===== config.mk =====
export PLATFORM = sky130hd
export DESIGN_NAME = axis_heap_loader
export DESIGN_NICKNAME = d
export VERILOG_FILES = /design/src/rtl/axis_heap_loader.sv
export SDC_FILE = /design/constraint.sdc
export NUM_CORES = 1
export LEC_CHECK = 0
export BUFFER_PORTS_ARGS = -buffer_cell sky130_fd_sc_hd__buf_4
export CELL_PAD_IN_SITES_DETAIL_PLACEMENT = 0
export CELL_PAD_IN_SITES_GLOBAL_PLACEMENT = 1
export CORE_UTILIZATION = 46
export DETAILED_ROUTE_END_ITERATION = 7
export PLACE_DENSITY = 0.83
export SLEW_MARGIN = 20
export SYNTH_ARGS = -nofsm -noshare
export SYNTH_HDL_FRONTEND = slang
export SYNTH_SLANG_ARGS = --single-unit

===== constraint.sdc =====
create_clock -name axis_clk -period 8.21 [get_ports axis_clk]
set_clock_uncertainty 0.15 [all_clocks]
set_input_delay 0 -clock axis_clk [delete_from_list [all_inputs] [get_ports axis_clk]]
set_output_delay 0 -clock axis_clk [all_outputs]
set_load 0.05 [all_outputs]

===== src/rtl/axis_heap_loader.sv =====
// rtl/axis_heap_loader.sv - AXI-Stream packet loader into heap memory write port
module axis_heap_loader #(
    parameter int ADDR_W = 12
) (
    input  logic              axis_clk,
    input  logic              axis_aresetn,
    input  logic [31:0]       axis_tdata,
    input  logic              axis_tkeep,
    input  logic              axis_tlast,
    input  logic              axis_tvalid,
    output logic              axis_tready,
    output logic [ADDR_W-1:0] mem_addr,
    output logic [31:0]       mem_wr_data,
    output logic [3:0]        mem_wr_en,
    input  logic              mem_ready,
    input  logic              clear,
    output logic              busy,
    output logic              err_len,
    output logic              err_range,
    output logic [15:0]       pkt_count
);

    localparam logic [16:0] DEPTH = 17'd1 << ADDR_W;

    typedef enum logic [1:0] {S_HDR, S_DATA, S_DRAIN} state_t;

    state_t            state;
    logic [ADDR_W-1:0] addr_ptr;
    logic [15:0]       remaining;

    logic        pending;
    logic        fire;
    logic        data_beat;
    logic [15:0] hdr_len;
    logic [15:0] hdr_base;
    logic        hdr_over;
    logic        set_len;
    logic        set_range;
    logic        inc;

    assign pending   = |mem_wr_en;
    assign fire      = axis_tvalid && axis_tready;
    assign data_beat = fire && axis_tkeep;
    assign hdr_len   = axis_tdata[31:16];
    assign hdr_base  = axis_tdata[15:0];
    // 17-bit sum so a base near 64K cannot wrap back into range
    assign hdr_over  = ({1'b0, hdr_base} + {1'b0, hdr_len}) > DEPTH;
    assign busy      = (state != S_HDR) || pending;

    always_comb begin
        axis_tready = 1'b1;
        if (state == S_DATA) begin
            axis_tready = !pending || mem_ready;
        end
    end

    always_comb begin
        set_len   = 1'b0;
        set_range = 1'b0;
        inc       = 1'b0;
        case (state)
            S_HDR: begin
                if (data_beat) begin
                    if (hdr_over) begin
                        set_range = 1'b1;
                    end else if (hdr_len == 16'd0) begin
                        if (axis_tlast) inc = 1'b1;
                        else            set_len = 1'b1;
                    end else if (axis_tlast) begin
                        set_len = 1'b1;
                    end
                end
            end
            S_DATA: begin
                // a null beat carrying tlast still closes the packet
                if (fire && axis_tlast) begin
                    if (remaining == 16'd1) inc = 1'b1;
                    else                    set_len = 1'b1;
                end else if (data_beat && remaining == 16'd1) begin
                    set_len = 1'b1;
                end
            end
            default: ;
        endcase
    end

    always_ff @(posedge axis_clk or negedge axis_aresetn) begin
        if (!axis_aresetn) begin
            state       <= S_HDR;
            addr_ptr    <= '0;
            remaining   <= '0;
            mem_addr    <= '0;
            mem_wr_data <= '0;
            mem_wr_en   <= 4'h0;
            err_len     <= 1'b0;
            err_range   <= 1'b0;
            pkt_count   <= 16'd0;
        end else begin
            err_len   <= (err_len && !clear) || set_len;
            err_range <= (err_range && !clear) || set_range;
            pkt_count <= (clear ? 16'd0 : pkt_count) + {15'd0, inc};
            if (mem_ready) begin
                mem_wr_en <= 4'h0;
            end
            case (state)
                S_HDR: begin
                    if (data_beat) begin
                        addr_ptr  <= hdr_base[ADDR_W-1:0];
                        remaining <= hdr_len;
                        if (!axis_tlast) begin
                            state <= (hdr_over || hdr_len == 16'd0) ? S_DRAIN : S_DATA;
                        end
                    end
                end
                S_DATA: begin
                    if (data_beat) begin
                        mem_addr    <= addr_ptr;
                        mem_wr_data <= axis_tdata;
                        mem_wr_en   <= 4'hF;
                        addr_ptr    <= addr_ptr + ADDR_W'(1);
                        remaining   <= remaining - 16'd1;
                    end
                    if (fire && axis_tlast) begin
                        state <= S_HDR;
                    end else if (data_beat && remaining == 16'd1) begin
                        state <= S_DRAIN;
                    end
                end
                S_DRAIN: begin
                    if (fire && axis_tlast) begin
                        state <= S_HDR;
                    end
                end
                default: state <= S_HDR;
            endcase
        end
    end

endmodule


# Yosys cells after proc, flatten, opt, wreduce, memory -nomap -nowiden

Cells that the tools add are included.

Bits of input ports: 39
Logic and storage cells: 79
Bits in registers: 96
Output and inout bits: 68

Multiplexer cells: 36
Order comparisons: 1
Reductions and logical operators: 21
Eq/ne operators: 8
$add $sub $neg: 4

Operators by type and width:

| operator                | count |
|---|---|
| $mux W16                | 3 |
| $pmux W16 S2            | 1 |
| $mux W12                | 2 |
| $pmux W12 S2            | 1 |
| $add A16 B16 Y17        | 1 |
| $gt A17 B13 Y1 const B  | 1 |
| $mux W1                 | 17 |
| $add A16 B1 Y16         | 1 |
| $eq A16 B1 Y1 const B   | 1 |
| $logic_not A16 Y1       | 1 |
| $sub A16 B1 Y16 const B | 1 |
| $add A12 B1 Y12 const B | 1 |
| $mux W2                 | 6 |
| $mux W4                 | 3 |
| $ne A2 B2 Y1 const B    | 4 |
| $logic_and A1 B1 Y1     | 6 |
| $pmux W2 S3             | 1 |
| $logic_or A1 B1 Y1      | 5 |
| $pmux W1 S2             | 2 |
| $reduce_and A4 Y1       | 1 |
| $reduce_bool A2 Y1      | 2 |
| $reduce_or A4 Y1        | 1 |
| $ne A3 B1 Y1 const B    | 1 |
| $reduce_and A3 Y1       | 1 |
| 5 further kinds         | 6 |

# Logic depth before layout (Yosys ltp)

Gate-level depths: netlist (run 1).

Depth in word-level cells: 11
Depth in mapped cells: 16

# Least setup slack after synthesis (run 1)

Ideal clock, no wire load.

Path type: input port to flip-flop
Start: input axis_tdata[0]
End: register pkt_count[15]
Arrival: 3277 ps
Library setup time: 132 ps
Stages on the path: 15
Setup slack: 4652 ps
Path buffers: 0
Data required time: 7928 ps
Cells stage by stage: ha_1 fa_1 a211oi_1 o21ai_1 a221oi_2 o31ai_1 o31a_1 and2_1 o41ai_2 ha_1 nand3_1 nor4_1 nand3_1 xor2_1 nor2_1

Cells in the longest elaborated chain, start to end: 6

Ends and longest elaborated chain:

| element              | line | source |
|---|---|---|
| start, declared      | 7    | `input logic [31:0] axis_tdata,` |
| $add A16 B16 Y17     | 47   | `assign hdr_over = ({1'b0, hdr_base} + {1'b0, hdr_len}) > DEPTH;` |
| $gt A17 B13 Y1       | 47   |  |
| $mux W1              | 64   | `if (hdr_over) begin` |
| $mux W1              | 63   | `if (data_beat) begin` |
| $pmux W1 S2          | 61   | `case (state)` |
| $add A16 B1 Y16      | 101  | `pkt_count <= (clear ? 16'd0 : pkt_count) + {15'd0, inc};` |
| end signal, assigned | 101  |  |
| end, declared        | 20   | `output logic [15:0] pkt_count` |

Every way passes these cells.
A chain may end at the register's enable or synchronous reset.

# Worst setup path after layout (run 1)

Same ends and word-level chain as after synthesis.

==> flow_metrics.tcl, run 1 <==
set metrics [dict create \
    path_class "in2reg" \
    num_antenna_cells 0 \
    finalSetupViolCount 0 \
    syn-num-nets 622 \
    clockBufferDepth 2 \
    clk_pin_slew_ns 0.07 \
    io_buffers 106 \
    syn_avg_cell_area_um2 9.79 \
    drt-initial-drc-count 340 \
    grtUsageTotal 0.252 \
    first_pass_iters 7 \
    yosys.area.top_type_share 0.438 \
    grt_pass1_vias 4873 \
    fmax_mhz 215 \
    hold_path_class "in2async" \
    gr-usage-met2 0.412 \
    dp_hpwl_um 10700 \
    antenna_found_initial 0 \
    htree_levels 3 \
    ff2ff_setup_slack_ns 3.66 \
    synth_warnings 0 \
    met1_usage 0.347 \
    cp-start-kind "input port" \
    clock-root-buffer "clkbuf_16" \
    hold_viol 0 \
    synth_commonest_cells "dfrtp_1, a21oi_1, mux2_2, nor2_1" \
    worstPathRequired_ns 8.29 \
    syn-cell-area_mm2 0.00548 \
    synth-seq-cells 96 \
    cts_made_buffers 9 \
    synthArstFlopShare 1.00 \
    peakVddDrop_v 0.0000873 \
    cts.sinks 96 \
    worst_slew_pin_slew_ns 0.692 \
    drc 6 \
    synth_seq_area_share 0.438 \
    synth_flop_cell "dfrtp_1" \
    place_area_mm2 0.00640 \
    setup_tns_ns 0 \
    reg2regPathDepth 12 \
    rows 39 \
    grt_pass1_wl_um 24700 \
    slew_headroom 0.539 \
    antenna_left 0 \
    p_per_area_mw_per_mm2 201 \
    die_y_um 111 \
    cts_setup_buffers 0 \
    fin_crit_ns 4.64 \
    use_met3 0.0252 \
    pin_count 107 \
    synth.top_cells.by_area "dfrtp_1, mux2_2, ha_1, a21oi_1, o21ai_0" \
    crit_fanout 4 \
    yosys.area.top_type "dfrtp_1" \
    synth_edf_count 0 \
    wirelength_um 15200 \
    area_growth_pct 28.7 \
    vias 4923 \
    place.gp.congestion 0.816 \
    cap_viol_max_count 0 \
    yosysMostFrequentCell "dfrtp_1" \
    detail_route.wl_per_cell_um 18.0 \
    end_kind "flop" \
    netlist_instances 560 \
    status "finished with violations" \
    rsz0062_at_grt "false" \
    final_area_mm2 0.00706 \
    die-area_mm2 0.0124 \
    leakage_nw 3.32 \
    start_util 0.476 \
    timing.final.crit_share 0.565 \
    fillCellCount 962 \
    crit_arrival_ns 4.72 \
    top_usage_layer "met2" \
    reg2reg_to "pkt_count[15]" \
    die_w_um 111 \
    layout-drive-gt1-share 0.261 \
    final_nets 758 \
    core_mm2 0.0115 \
    grt_max_degree 54 \
    cts_tree "built" \
    violations "design-rule violations" \
    drv_slew 0 \
    ys_types 62 \
    worstReg2RegStart "mem_wr_en[0]" \
    worst_skew_pair.late_latency_ns 0.34 \
    grt_overflow 0 \
    viasPerCell 5.83 \
]
cell type report:
type	count	area, µm²	area share
repair buffers	148	1210	0.171
inverters	17	63.8	0.00904
flip-flops and latches	96	2400	0.340
clock inverters	5	32.5	0.00461
well taps	143	179	0.0254
multi-input cells	424	2930	0.415
clock buffers	11	243	0.0344
worst max-delay path by stage:
| stage | from | end | slack (ns) |
|---|---|---|---|
| 2_1_floorplan | axis_tdata[0] | pkt_count[15] | 4.65 |
| 3_3_place_gp | state[0] | pkt_count[15] | 3.97 |
| 3_5_place_dp | mem_wr_en[0] | pkt_count[15] | 3.80 |
| 4_1_cts | axis_tdata[0] | pkt_count[15] | 3.63 |
| 5_1_grt | mem_wr_en[0] | pkt_count[15] | 3.23 |
| 6_report | axis_tdata[0] | pkt_count[15] | 3.57 |
flip-flops by register name (all words and copies together), names as in the netlist:
register     cells
addr_ptr        12
err_len          1
err_range        1
mem_addr        12
mem_wr_data     32
mem_wr_en        4
pkt_count       16
remaining       16
state            2
per-layer routing:
layer	vias up	routed length (µm)
met1	2408	7050
met2	137	7370
met3	22	517
li1	2356	-
met5	-	0
met4	0	282
power by group:
| group | leakage (nW) | switching [mW] | total, mW | internal (mW) |
|---|---|---|---|---|
| registers | 1.25 | 0.0682 | 0.606 | 0.538 |
| clock network | 0.139 | 0.181 | 0.395 | 0.213 |
| logic | 1.92 | 0.254 | 0.418 | 0.164 |
| total | 3.32 | 0.504 | 1.42 | 0.915 |
through the flow:
step                       util  worst slack [ns]  hold WS, ns  power [mW]  std cells
after floorplan               -              4.65       -0.446       0.878        560
after global placement    0.556              3.97       -0.122        1.01        790
after detailed placement  0.556              3.80       -0.115        1.01        790
after CTS                 0.612              3.63       0.0590        1.42        844
after global routing      0.613              3.23       0.0856        1.49        844
final                     0.613              3.57       0.0337        1.42        844
layout by cell type, fill, tap and decap left out, drive strengths merged, types with 6 or more instances in the layout:
master       netlist  final
o21ai             39     39
inv               17     17
nand4              8      8
nand3             30     30
a21o              11     11
ha                22     22
a21oi             44     44
dfrtp             96     96
mux2              44     44
nor2b              6      6
nand2             38     38
nor3               6      6
clkbuf            13     11
nor4              10     10
nor2              40     40
xor2               9      9
o211ai             9      9
dlygate4sd3        0     38
buf               10    110
xnor2              9      9
o22ai             18     18
and3              10     10
nand2b             6      6
logic make-up after synthesis:
kind of cell | after synthesis | synth area share
and+or+nand+nor | 179 | 0.172
AOI/OAI and AO/OA | 155 | 0.178
DFF | 96 | 0.438
muxes | 49 | 0.0995
buffers and inverters | 40 | 0.0292
adders and majority gates | 23 | 0.0538
xor gates and xnor gates | 18 | 0.0287
worst max-delay path: stages:
cell	delay, ns
dlygate4sd3_1	0.54
buf_4	0.16
ha_1	0.24
fa_1	0.43
a211oi_1	0.36
o21ai_1	0.22
xor2_1	0.19
nor4_1	0.39
nand4_1	0.22
a21o_1	0.25
o41ai_2	0.32
ha_1	0.23
nand3_1	0.14
nor4_1	0.61
nand3_1	0.19
xor2_1	0.17
nor2_1	0.05
repair_timing:
| action | CTS | global route |
|---|---|---|
| hold buffers | 38 | 0 |
| gates resized for setup | 0 | 0 |
| hold endpoints to repair | 127 | 0 |
Note: power is estimated with default switching activity, not from simulation.
==> run 2: changes to the inputs <==
- CORE_UTILIZATION: 46 -> 39
- PLACE_DENSITY: 0.83 -> 0.74
- clock period: 8.21 -> 3.9 ns (I/O delays scaled with it)
==> flow_metrics.tcl, run 2 (synthesis results as in run 1) <==
set metrics [dict create \
    status "finished clean" \
    worst_slew_pin_slew_ns 0.864 \
    drv_slew 0 \
    grt_pass1_vias 4879 \
    leakage_nw 3.36 \
    crit_fanout 4 \
    fillCellCount 1252 \
    cts_setup_buffers 0 \
    largest_reg_flops 32 \
    antenna_found_initial 0 \
    cts_made_buffers 9 \
    rows 42 \
    grt_pass1_wl_um 25300 \
    htree_levels 3 \
    start_util 0.408 \
    wirelength_um 15600 \
    hold_viol 0 \
    cp_cell_sequence "dlygate4sd3_1 -> buf_4 -> ha_1 -> a21oi_1 -> o22ai_1 -> a211oi_1 -> xor2_1 -> nand4_1 -> a21o_1 -> o41ai_2 -> ha_1 -> nand3_1 -> nor4_1 -> buf_4 -> nand3_1 -> xor2_1 -> nor2_1" \
    hold_path_class "in2reg" \
    timing.final.crit_share 0.934 \
    cts_tree "built" \
    end_kind "flop" \
    final_nets 771 \
    drc 0 \
    vias 4932 \
    fin_crit_ns 3.64 \
    multi_input_area_mm2 0.00295 \
    slowest_stage "dlygate4sd3_1" \
    antenna_left 0 \
    worst_skew_pair.late_latency_ns 0.35 \
    cts.sinks 96 \
    die-area_mm2 0.0145 \
    dp_slack_ns -0.00172 \
    holdWs_ns 0.0775 \
    area_growth_pct 32.0 \
    core_mm2 0.0135 \
    pin_count 107 \
    final_common_cell "buf_4" \
    path_class "in2reg" \
    p_per_area_mw_per_mm2 419 \
    peakVddDrop_v 0.000285 \
    finalSetupViolCount 0 \
    cap_viol_max_count 0 \
    dp_hpwl_um 11200 \
    grt_max_degree 68 \
    viasPerCell 5.54 \
    grtUsageTotal 0.227 \
    seqCellArea_mm2 0.00240 \
    clock-root-buffer "clkbuf_16" \
    layout-drive-gt1-share 0.284 \
    cp-start-kind "input port" \
    num_antenna_cells 0 \
    cpPeakStageDelay_ns 0.55 \
    regMostFlops "mem_wr_data" \
    first_pass_iters 5 \
    rsz0062_at_grt "true" \
    crit_arrival_ns 3.74 \
    die_w_um 121 \
    setup_ws_ns 0.256 \
    place.gp.congestion 0.867 \
    setup_tns_ns 0 \
    worstPathRequired_ns 3.99 \
    detail_route.wl_per_cell_um 17.6 \
    die_y_um 121 \
    final_cell_mix "buf_4, dfrtp_1, mux2_2" \
    largestRegisters "mem_wr_data x32, pkt_count x16, remaining x16" \
    drt-initial-drc-count 373 \
    fmax_mhz 274 \
    finalPower_mw 3.04 \
    grt_overflow 0 \
    clk_pin_slew_ns 0.07 \
    slew_headroom 0.424 \
    io_buffers 106 \
    clockBufferDepth 2 \
]
[run 2: changes by cell type in the layout (fill, tap and decap cells not counted), moves of 2 or more]
cell,before,now
clkinv_4,2,0
buf_4,110,122
clkinvlp_4,0,3
inv_6,0,3
clkinv_2,3,0
[run 2: final timing paths]
path,cells past startpoint,startpoint,slack [ns],to
max,17,axis_tdata[5],0.26,pkt_count[13]
min,6,axis_tdata[22],0.08,state[1]
max reg2reg,12,mem_wr_en[0],0.69,pkt_count[13]
min reg2reg,2,mem_addr[10],0.35,mem_addr[10]
max in group asynchronous,3,axis_aresetn,2.49,remaining[8]
min in group asynchronous,2,axis_aresetn,0.19,mem_wr_data[19]
[run 2: area by class of cell]
type,instances,share of cell area
Clock buffer,10,0.0330
Inverter,17,0.00881
Clock inverter,6,0.00674
Tap cell,176,0.0304
Sequential cell,96,0.332
Multi-Input combinational cell,424,0.407
Timing Repair Buffer,161,0.182
[run 2: stage by stage]
| stage | utilization | instances | cell area, µm² |
|---|---|---|---|
| after floorplan | - | 560 | 5480 |
| after global placement | 0.487 | 836 | 6550 |
| after detailed placement | 0.487 | 836 | 6550 |
| after CTS | 0.536 | 890 | 7220 |
| after global routing | 0.538 | 890 | 7240 |
| final | 0.538 | 890 | 7240 |
[run 2: power by group]
part	internal (mW)	switching [mW]	total, mW
sequential	1.13	0.147	1.28
combinational	0.355	0.536	0.891
clock	0.457	0.410	0.867
[run 2: worst max-delay path, delay by kind of cell]
kind	cells	cell delay, ns
AOI/OAI and AO/OA	5	1.37
adders and majority gates	2	0.47
and+or+nand+nor	5	0.67
buffers and inverters	3	0.89
xor gates and xnor gates	2	0.34
[run 2: metal layers]
layer | wire [µm] | vias up | GRT usage
li1 | - | 2381 | -
met1 | 7120 | 2395 | 0.303
met2 | 7490 | 142 | 0.366
met3 | 848 | 14 | 0.0585
met4 | 182 | 0 | 0.0563
met5 | 0 | - | 0
[run 2: what timing repair did]
item,CTS,global route
hold endpoints to repair,150,0
endpoints found under the setup margin,0,10
gates resized for setup,0,7
hold buffers,38,0
